<file path="src/rtl/clk_div_pkg.sv">
// Shared types and sizing helpers for the clock divider configuration front-end.
package clk_div_pkg;

    typedef enum logic [2:0] {
        IDLE      = 3'd0,
        GATE      = 3'd1,
        APPLY     = 3'd2,
        WAIT_DONE = 3'd3,
        FINISH    = 3'd4
    } clk_div_cfg_state_e;

    localparam int STATE_W = $bits(clk_div_cfg_state_e);

    localparam int DFLT_GATE_CYCLES    = 2;
    localparam int DFLT_TIMEOUT_CYCLES = 1024;

    // Counter width for a count of 'cycles': one spare bit so the last count never wraps.
    function automatic int cnt_width(input int cycles);
        return $clog2(cycles) + 1;
    endfunction

    localparam int DFLT_GATE_CNT_W = cnt_width(DFLT_GATE_CYCLES);
    localparam int DFLT_TMO_CNT_W  = cnt_width(DFLT_TIMEOUT_CYCLES);

endpackage

</file>
<file path="src/rtl/clk_div_cfg_tmo_cnt.sv">
// Saturating cycle counter with clear and enable; expire_o marks the last of LIMIT counts.
module clk_div_cfg_tmo_cnt
    import clk_div_pkg::*;
#(
    parameter int LIMIT = 2,
    parameter int WIDTH = cnt_width(LIMIT)
) (
    input  logic clk_i,
    input  logic rst_n_i,
    input  logic clr_i,
    input  logic en_i,
    output logic expire_o
);

    localparam logic [WIDTH-1:0] LAST = WIDTH'(LIMIT - 1);

    logic [WIDTH-1:0] cnt_d;
    logic [WIDTH-1:0] cnt_q;

    // Holds at LAST until cleared, so a stalled owner keeps seeing expire.
    always_comb begin
        cnt_d = cnt_q;
        if (clr_i) begin
            cnt_d = '0;
        end else if (en_i && (cnt_q != LAST)) begin
            cnt_d = cnt_q + 1'b1;
        end
    end

    dffr #(.WIDTH(WIDTH), .RST_VAL('0)) u_cnt_ff (
        .clk_i   (clk_i),
        .rst_n_i (rst_n_i),
        .d_i     (cnt_d),
        .q_o     (cnt_q)
    );

    assign expire_o = en_i && (cnt_q == LAST);

endmodule

</file>
<file path="src/rtl/dffr.sv">
// Generic D flop with asynchronous active-low reset to a parameterised value.
module dffr #(
    parameter int               WIDTH   = 1,
    parameter logic [WIDTH-1:0] RST_VAL = '0
) (
    input  logic             clk_i,
    input  logic             rst_n_i,
    input  logic [WIDTH-1:0] d_i,
    output logic [WIDTH-1:0] q_o
);

    always_ff @(posedge clk_i or negedge rst_n_i) begin
        if (!rst_n_i) begin
            q_o <= RST_VAL;
        end else begin
            q_o <= d_i;
        end
    end

endmodule

</file>
<file path="src/rtl/clk_div_cfg_ctrl.sv">
// Configuration front-end for clk_int_div_simple: registers the divide value, gates the
// divided clock around each change and sequences the divider handshake and done wait.
module clk_div_cfg_ctrl
    import clk_div_pkg::*;
#(
    parameter int                         DIV_VALUE_WIDTH = 32,
    parameter logic [DIV_VALUE_WIDTH-1:0] DIV_RST_VAL     = '0,
    parameter int                         GATE_CYCLES     = DFLT_GATE_CYCLES,
    parameter int                         TIMEOUT_CYCLES  = DFLT_TIMEOUT_CYCLES
) (
    input  logic                       clk_i,
    input  logic                       rst_n_i,
    input  logic [DIV_VALUE_WIDTH-1:0] cfg_div_i,
    input  logic                       cfg_init_i,
    input  logic                       cfg_valid_i,
    output logic                       cfg_ready_o,
    output logic [DIV_VALUE_WIDTH-1:0] div_o,
    output logic                       clk_init_o,
    output logic                       div_valid_o,
    input  logic                       div_ready_i,
    input  logic                       div_done_i,
    output logic                       clk_en_o,
    output logic                       busy_o,
    output logic                       done_o,
    output logic                       timeout_o
);

    localparam int GATE_CNT_W = cnt_width(GATE_CYCLES);
    localparam int TMO_CNT_W  = cnt_width(TIMEOUT_CYCLES);

    // {clk_en, div_valid, busy, done, wait_first}
    localparam int          OUT_W       = 5;
    localparam logic [4:0]  OUT_RST_VAL = 5'b10000;

    clk_div_cfg_state_e         state_d;
    clk_div_cfg_state_e         state_q;
    logic [STATE_W-1:0]         state_bits_q;

    logic [DIV_VALUE_WIDTH-1:0] div_d;
    logic [DIV_VALUE_WIDTH-1:0] div_q;
    logic                       init_d;
    logic                       init_q;
    logic [DIV_VALUE_WIDTH-1:0] shadow_div_d;
    logic [DIV_VALUE_WIDTH-1:0] shadow_div_q;
    logic                       shadow_init_d;
    logic                       shadow_init_q;
    logic                       timeout_d;
    logic                       timeout_q;

    logic                       clk_en_d;
    logic                       clk_en_q;
    logic                       div_valid_d;
    logic                       div_valid_q;
    logic                       busy_d;
    logic                       busy_q;
    logic                       done_d;
    logic                       done_q;
    logic                       wait_first_d;
    logic                       wait_first_q;

    logic                       accept;
    logic                       gate_expire;
    logic                       tmo_expire;

    assign state_q     = clk_div_cfg_state_e'(state_bits_q);
    assign cfg_ready_o = (state_q == IDLE);
    assign accept      = cfg_valid_i && cfg_ready_o;

    // Next-state and data-register update; div_o changes only on the GATE -> APPLY edge.
    always_comb begin
        state_d       = state_q;
        div_d         = div_q;
        init_d        = init_q;
        shadow_div_d  = shadow_div_q;
        shadow_init_d = shadow_init_q;
        timeout_d     = timeout_q;

        case (state_q)
            IDLE: begin
                if (accept) begin
                    shadow_div_d  = cfg_div_i;
                    shadow_init_d = cfg_init_i;
                    timeout_d     = 1'b0;
                    if ((cfg_div_i == div_q) && (cfg_init_i == init_q)) begin
                        state_d = FINISH;
                    end else begin
                        state_d = GATE;
                    end
                end
            end
            GATE: begin
                if (gate_expire) begin
                    state_d = APPLY;
                    div_d   = shadow_div_q;
                    init_d  = shadow_init_q;
                end
            end
            APPLY: begin
                if (div_ready_i) begin
                    // A bypass divider never reports done, so skip the wait.
                    state_d = (shadow_div_q != '0) ? WAIT_DONE : FINISH;
                end
            end
            WAIT_DONE: begin
                if (div_done_i && !wait_first_q) begin
                    state_d = FINISH;
                end else if (tmo_expire) begin
                    timeout_d = 1'b1;
                    state_d   = FINISH;
                end
            end
            FINISH: begin
                state_d = IDLE;
            end
            default: begin
                state_d = IDLE;
            end
        endcase
    end

    // Status outputs are decoded from the next state and registered, keeping clk_en glitch-free.
    always_comb begin
        clk_en_d     = !((state_d == GATE) || (state_d == APPLY) || (state_d == WAIT_DONE));
        div_valid_d  = (state_d == APPLY);
        busy_d       = (state_d != IDLE);
        done_d       = (state_d == FINISH);
        wait_first_d = (state_q == APPLY) && (state_d == WAIT_DONE);
    end

    dffr #(.WIDTH(STATE_W), .RST_VAL(IDLE)) u_state_ff (
        .clk_i   (clk_i),
        .rst_n_i (rst_n_i),
        .d_i     (state_d),
        .q_o     (state_bits_q)
    );

    dffr #(.WIDTH(DIV_VALUE_WIDTH), .RST_VAL(DIV_RST_VAL)) u_div_ff (
        .clk_i   (clk_i),
        .rst_n_i (rst_n_i),
        .d_i     (div_d),
        .q_o     (div_q)
    );

    dffr #(.WIDTH(DIV_VALUE_WIDTH), .RST_VAL('0)) u_shadow_div_ff (
        .clk_i   (clk_i),
        .rst_n_i (rst_n_i),
        .d_i     (shadow_div_d),
        .q_o     (shadow_div_q)
    );

    dffr #(.WIDTH(3), .RST_VAL(3'b000)) u_flag_ff (
        .clk_i   (clk_i),
        .rst_n_i (rst_n_i),
        .d_i     ({init_d, shadow_init_d, timeout_d}),
        .q_o     ({init_q, shadow_init_q, timeout_q})
    );

    dffr #(.WIDTH(OUT_W), .RST_VAL(OUT_RST_VAL)) u_out_ff (
        .clk_i   (clk_i),
        .rst_n_i (rst_n_i),
        .d_i     ({clk_en_d, div_valid_d, busy_d, done_d, wait_first_d}),
        .q_o     ({clk_en_q, div_valid_q, busy_q, done_q, wait_first_q})
    );

    clk_div_cfg_tmo_cnt #(.LIMIT(GATE_CYCLES), .WIDTH(GATE_CNT_W)) u_gate_cnt (
        .clk_i    (clk_i),
        .rst_n_i  (rst_n_i),
        .clr_i    (state_q != GATE),
        .en_i     (state_q == GATE),
        .expire_o (gate_expire)
    );

    clk_div_cfg_tmo_cnt #(.LIMIT(TIMEOUT_CYCLES), .WIDTH(TMO_CNT_W)) u_tmo_cnt (
        .clk_i    (clk_i),
        .rst_n_i  (rst_n_i),
        .clr_i    (state_q != WAIT_DONE),
        .en_i     (state_q == WAIT_DONE),
        .expire_o (tmo_expire)
    );

    assign div_o       = div_q;
    assign clk_init_o  = init_q;
    assign div_valid_o = div_valid_q;
    assign clk_en_o    = clk_en_q;
    assign busy_o      = busy_q;
    assign done_o      = done_q;
    assign timeout_o   = timeout_q;

endmodule

</file>
<file path="config.mk">
export PLATFORM = sky130hd
export DESIGN_NAME = clk_div_cfg_ctrl
export DESIGN_NICKNAME = d
export VERILOG_FILES = /design/src/rtl/clk_div_pkg.sv /design/src/rtl/clk_div_cfg_tmo_cnt.sv /design/src/rtl/dffr.sv /design/src/rtl/clk_div_cfg_ctrl.sv
export SDC_FILE = /design/constraint.sdc
export NUM_CORES = 1
export LEC_CHECK = 0
export ABC_AREA = 1
export CAP_MARGIN = 20
export CORE_UTILIZATION = 47
export CTS_CLUSTER_SIZE = 8
export DETAILED_ROUTE_END_ITERATION = 8
export PLACE_DENSITY = 0.81
export SYNTH_ARGS = -nofsm -noshare
export SYNTH_HDL_FRONTEND = slang
export SYNTH_SLANG_ARGS = --single-unit
</file>
<file path="constraint.sdc">
create_clock -name clk_i -period 1.7 [get_ports clk_i]
set_input_delay 0.425 -clock clk_i [delete_from_list [all_inputs] [get_ports clk_i]]
set_output_delay 0.425 -clock clk_i [all_outputs]
set_load 0.05 [all_outputs]
</file>
After elaboration in Yosys (flattened, before gate mapping)
Index checks and enable logic that the tools add are counted.
{ "totals": {"reg_bits": 88, "in_bits": 38, "out_inout_bits": 39, "wordCells": 66} }
{ "op_classes": {"add_sub_neg": 2, "eq_ne": 18, "mux": 16, "reduce_logical": 21} }
{ "op_table": {"columns": ["op", "count"], "rows": [
  ["32-bit equality test", 1],
  ["32-bit nonzero test", 1],
  ["11-bit two-way mux", 2],
  ["3-bit two-way mux", 7],
  ["3-bit by 2-bit equality test with 1-bit output, second input constant", 4],
  ["3-bit one-hot mux with 4 select lines", 1],
  ["11-bit by 1-bit adder with 11-bit output, second input constant", 1],
  ["11-bit by 10-bit equality test with 1-bit output, second input constant", 1],
  ["11-bit by 10-bit != test with 1-bit output, second input constant", 1],
  ["1-bit logical AND", 8],
  ["3-bit by 1-bit equality test with 1-bit output, second input constant", 2],
  ["2-bit nonzero test", 3],
  ["2-bit two-way mux", 2],
  ["2-bit by 1-bit != test with 1-bit output, second input constant", 2],
  ["2-bit != test, second input constant", 2],
  ["2-bit AND reduction", 2],
  ["4-bit AND reduction", 1],
  ["3-bit equality test, second input constant", 1],
  ["3-bit logical NOT", 1],
  ["1-bit two-way mux", 3],
  ["3-bit by 1-bit != test with 1-bit output, second input constant", 1],
  ["3-bit by 2-bit != test with 1-bit output, second input constant", 1],
  ["3-bit nonzero test", 1],
  ["2-bit by 1-bit adder with 2-bit output, second input constant", 1],
  ["5 further kinds", 7]
]} }

Longest topological paths before layout
{ "logic_depth": {"ltp_word": 9, "depth_mapped": 12, "mapped_depth_nobuf": 12} }

Hierarchy
A second synthesis with hierarchy kept.
{ "hier_totals": {"cells_unflattened": 515, "area_unflattened_um2": 4209.0} }
{ "modules_own_cells": {"columns": ["module", "instances", "cells_per_inst", "area_per_inst_um2", "seq_area_each_um2"], "rows": [
  ["dffr (u_div_ff ...)", 2, 32, 800.8, 800.8],
  ["clk_div_cfg_ctrl", 1, 334, 1572.8, 0.0],
  ["clk_div_cfg_tmo_cnt (u_tmo_cnt)", 1, 79, 366.6, 0.0],
  ["dffr (u_tmo_cnt.u_cnt_ff)", 1, 11, 275.3, 275.3],
  ["dffr (u_flag_ff ...)", 2, 3, 75.1, 75.1],
  ["dffr (u_out_ff)", 1, 5, 126.4, 126.4],
  ["clk_div_cfg_tmo_cnt (u_gate_cnt)", 1, 14, 66.3, 0.0],
  ["dffr (u_gate_cnt.u_cnt_ff)", 1, 2, 50.0, 50.0]
]} }

Worst setup path after synthesis
No wires, ideal clock.
{ "synth_timing": {"path_type": "register -> register", "from": "register u_state_ff.q_o[2]", "to": "register u_flag_ff.q_o[1]", "setup_time_ps": 83, "arrival_ps": 1580, "t_required_ps": 1617, "slack_ps": 37, "path_stages_with_launch": 10, "n_path_buf": 2, "synth_period_minus_slack_ps": 1663, "path_cell_list": "dfrtp_1 > nor2_1 > nand2_1 > inv_1 > nand2_1 > inv_1 > buf_4 > buf_2 > nand2_1 > o21ai_0"} }
{ "synth_via": {"elab_chain_len": 3} }
{ "synth_rtl": {"columns": ["element", "line_no", "rtl"], "rows": [
  ["start: declaration", "dffr.sv:9", "output logic [WIDTH-1:0] q_o"],
  ["start signal: assignment", "dffr.sv:16", "q_o <= d_i;"],
  ["3-bit logical NOT (*)", "clk_div_cfg_ctrl.sv:66", "assign cfg_ready_o = (state_q == IDLE);"],
  ["via cfg_ready_o", "clk_div_cfg_ctrl.sv:16", "output logic cfg_ready_o,"],
  ["1-bit logical AND", "clk_div_cfg_ctrl.sv:67", "assign accept = cfg_valid_i && cfg_ready_o;"],
  ["2-bit AND reduction (no line) (*)", null, null],
  ["end signal: assignment", "dffr.sv:16", null],
  ["end: declaration", "dffr.sv:9", null]
]} }
Mark *: on every way through the listed nets, which the timed path passes. The rest lies on a longest branch.
A chain may end at the register's enable or synchronous reset.

Final worst setup path
{ "layout_timing": {"from": "register u_tmo_cnt.u_cnt_ff.q_o[1]", "to": "register u_tmo_cnt.u_cnt_ff.q_o[9]"} }
{ "layout_via": {"elab_chain_len": 3, "word_cells_on_any_way": 6, "cone_classes": "add/sub: 1; eq/ne: 1; mux: 2; reduce/logical: 2"} }
{ "layout_rtl": {"columns": ["element", "line_no", "rtl"], "rows": [
  ["start: declaration", "dffr.sv:9", null],
  ["start signal: assignment", "dffr.sv:16", null],
  ["11-bit by 1-bit adder with 11-bit output / 11-bit by 10-bit != test with 1-bit output (equally long branches)", "clk_div_cfg_tmo_cnt.sv:26, clk_div_cfg_tmo_cnt.sv:25", null],
  ["11-bit two-way mux / 1-bit logical AND (equally long branches)", "clk_div_cfg_tmo_cnt.sv:25", "end else if (en_i && (cnt_q != LAST)) begin"],
  ["11-bit two-way mux / 2-bit nonzero test (equally long branches)", null, null]
]} }
Several ways; a longest one is shown, not always the timed one. The select of a mux whose other input is x is not followed.

==> results by group <==
Clocking
  • Max Root-Sink Buffers: 2
  • H-tree levels: 3
  • Hold-fix buffers, CTS: 0
  • Root Driver: clkbuf_8
  • TritonCTS clock tree: yes
  • Clk slew on worst S/H paths: 0.09 ns
  • Clk_lat worst skew: 0.35 ns
  • # clock sinks: 88
  • CTS buffer count: 9

Routing
  • Routed WL per cell: 15.5 um
  • Via count: 3517
  • Vias/cell: 5.25
  • Post-route DRC: 0
  • DR iter-0 viols: 187
  • Routed Antenna Nets: 0
  • DRT Pass-1 Iters: 5
  • Final wirelength: 10.4 mm

Placed design
  • Routability-driven placement congestion ratio: 0.868
  • DP Cell Count: 650
  • PortBufs: 76
  • Hpwl dp: 7.40 mm
  • Setup WS pre-CTS: -0.355 ns

Timing
  • Measured slew at the worst slew-check pin: 0.414 ns
  • Crit path time final: 1.69 ns
  • Worst hold margin: -0.00942 ns
  • Final Max Tran Viols: 0
  • Fin crit share: 0.992
  • Max-slew headroom: 0.724
  • Unrepaired setup endpoints after global routing: yes
  • Setup violators final: 0
  • Highest clock rate: 0.593 GHz
  • Hold Fails Final Rpt: 9
  • PnR worst setup slack: 0.0143 ns
  • Final TNS setup: 0 ns
  • Post-Route Skew: 0.0148 ns

GRT
  • First-pass GRT wire length: 16.5 mm
  • Initial antenna violation count: 0
  • GRT Total Usage: 0.243
  • Vias in the first global route: 3501
  • Largest net degree at the start of global routing: 36
  • GR Overflow Total: 0

Setup path
  • Req. time, crit path: 1.99 ns
  • Setup slack, reg-to-reg: 0.01 ns
  • RR Startpoint: u_tmo_cnt.u_cnt_ff.q_o[1]$_DFFE_PN0P_
  • Max Fanout on Critical Path: 5
  • Kind of end point of the critical path: flop
  • Setup Crit Path Kind: flop to flop
  • CP Data Arrival Time: 1.97 ns
  • CP startpoint kind: flop
  • Worst r2r path cells: 12
  • RR Endpoint: u_tmo_cnt.u_cnt_ff.q_o[9]$_DFFE_PN0P_

Cells and area
  • Final #Nets: 601
  • Most frequent cells in the layout: nand2_1, dfrtp_1, o21ai_0
  • Most common cell after layout, fill and taps aside: nand2_1
  • Area delta synth->final: 40.9%
  • Non-filler cells in the finished layout: 670
  • Diode count: 0
  • Share of cells above drive strength 1: 0.204

Job
  • Maxcap violations: 0

Logic synthesis
  • Ranking of synthesized cells by area: dfrtp_1, nand2_1, o21ai_0, xnor2_1, inv_1
  • Top-area cell type share of the netlist area: 0.539
  • Ys Warns: 0
  • Synthesized instance count: 469
  • Sequential fraction of the synthesis area: 0.545
  • Yosys reg bits: 88
  • Largest area contributor in the netlist: dfrtp_1
  • Area of the mapped netlist: 4040 sq um
  • Syn Nets: 509
  • Mapped Avg Cell Area: 8.62 sq um
  • Synth cell types: 31

Floorplanning
  • # rows: 33
  • Total die area: 8980 sq um
  • Initial Util: 0.490
  • Die Y: 94.7 um
  • Core Region: 8260 sq um
  • Total I/O pin count: 77
  • Die X: 94.7 um

Power and ir drop
  • Sw Share: 0.431
  • Clk pwr share: 0.139
  • Combinational fraction of design power: 0.501
  • VDD IR-drop max: 1.08 mV
  • Seq pwr share: 0.360
  • Power per cell area: 1800 nW/um^2
  • Internal cell power: 5820 uW
  • Leakage: 0.00271 uW
  • Net switching power: 4410 uW
  • Final Power: 10200 uW

Worst hold path
  • Worst hold path type: input port to asynchronous set/reset pin

Status
  • Status: finished with violations
  • Failing checks: hold timing
-- worst max-delay path by stage --
stage / start / end / slack, ns / cells past startpoint
finish: u_tmo_cnt.u_cnt_ff.q_o[1]$_DFFE_PN0P_ / u_tmo_cnt.u_cnt_ff.q_o[9]$_DFFE_PN0P_ / 0.01 / 12
global route: u_tmo_cnt.u_cnt_ff.q_o[1]$_DFFE_PN0P_ / u_tmo_cnt.u_cnt_ff.q_o[9]$_DFFE_PN0P_ / -0.13 / 12
CTS: cfg_div_i[5] / u_out_ff.q_o[2]$_DFF_PN0_ / 0.01 / 11
detailed placement: cfg_div_i[5] / u_out_ff.q_o[2]$_DFF_PN0_ / -0.35 / 11
global placement: cfg_div_i[28] / u_out_ff.q_o[2]$_DFF_PN0_ / -0.26 / 11
floorplan: u_state_ff.q_o[2]$_DFF_PN0_ / u_flag_ff.q_o[1]$_DFFE_PN0P_ / 0.04 / 9
-- cell usage after synthesis, drive strengths merged --
library cell,n
nand2,162
dfrtp,87
o21ai,51
inv,43
nor2,41
xnor2,24
nand3,16
buf,9
xor2,7
clkbuf,6
nand4,5
nor3,3
a21oi,2
and3,2
ha,2
a211oi,1
a31oi,1
and2,1
dfstp,1
nand3b,1
o211ai,1
o21bai,1
o22ai,1
o31ai,1
-- layer usage --
layer,global-route usage,wire length [um],vias to the layer above,share of wire
li1,-,-,1643,-
met1,0.311,4170,1697,0.40
met2,0.408,5200,151,0.50
met3,0.0531,790,26,0.076
met4,0.0846,252,0,0.024
met5,0,0,-,0
-- registers in the layout (all words and copies together) (netlist names) --
| register | cells |
|---|---|
| u_div_ff.q_o | 32 |
| u_shadow_div_ff.q_o | 32 |
| u_tmo_cnt.u_cnt_ff.q_o | 11 |
| u_out_ff.q_o | 5 |
| u_flag_ff.q_o | 3 |
| u_state_ff.q_o | 3 |
| u_gate_cnt.u_cnt_ff.q_o | 2 |
-- per-stage QoR --
stage	instance area, sq um	util
3_3_place_gp	5360	0.649
6_report	5700	0.690
5_1_grt	5700	0.690
2_1_floorplan	4040	-
4_1_cts	5570	0.675
3_5_place_dp	5360	0.649
-- power by group through the flow --
stage          Sequential (uW)  Combinational [uW]  Clock, uW
6_report                  3680                5130       1420
5_1_grt                   3770                5520       1510
4_1_cts                   3650                5060       1430
3_5_place_dp              3670                5010          0
3_3_place_gp              3640                4860          0
2_1_floorplan             4540                1720          0
-- cell type report --
type                            instances  area [sq um]
Multi-Input combinational cell        323          1700
Clock inverter                          3          42.5
Fill cell                             601          2560
Clock buffer                           12           145
Timing Repair Buffer                   96          1310
Sequential cell                        88          2200
Inverter                               43           161
Tap cell                              105           131
-- what timing repair did --
item / 4_1_cts / 5_1_grt
pin swaps: 1 / 9
endpoints found under the setup margin: 3 / 14
resized for setup: 6 / 28
buffers inserted: 0 / 5
-- critical path, stage by stage, from the launching register on --
cell,delay (ns)
dfrtp_1,0.40
ha_2,0.21
inv_2,0.06
nor2_4,0.04
nand2_4,0.09
nor2_4,0.05
nand2_4,0.11
nand2_2,0.08
nor2_4,0.14
nand3_2,0.11
o21bai_1,0.20
inv_1,0.06
nor2_1,0.08
-- cell families (layout without fill, tap and decap cells) --
logic type                 Yosys count  after routing  share of synthesized area
adders and majority gates            2              2                    0.00619
xor gates and xnor gates            31             31                     0.0672
AOI/OAI and AO/OA                   59             59                     0.0761
buffers and inverters               58            154                     0.0579
DFF                                 88             88                      0.545
and+or+nand+nor                    231            231                      0.248
(Power assumes the default switching activity.)
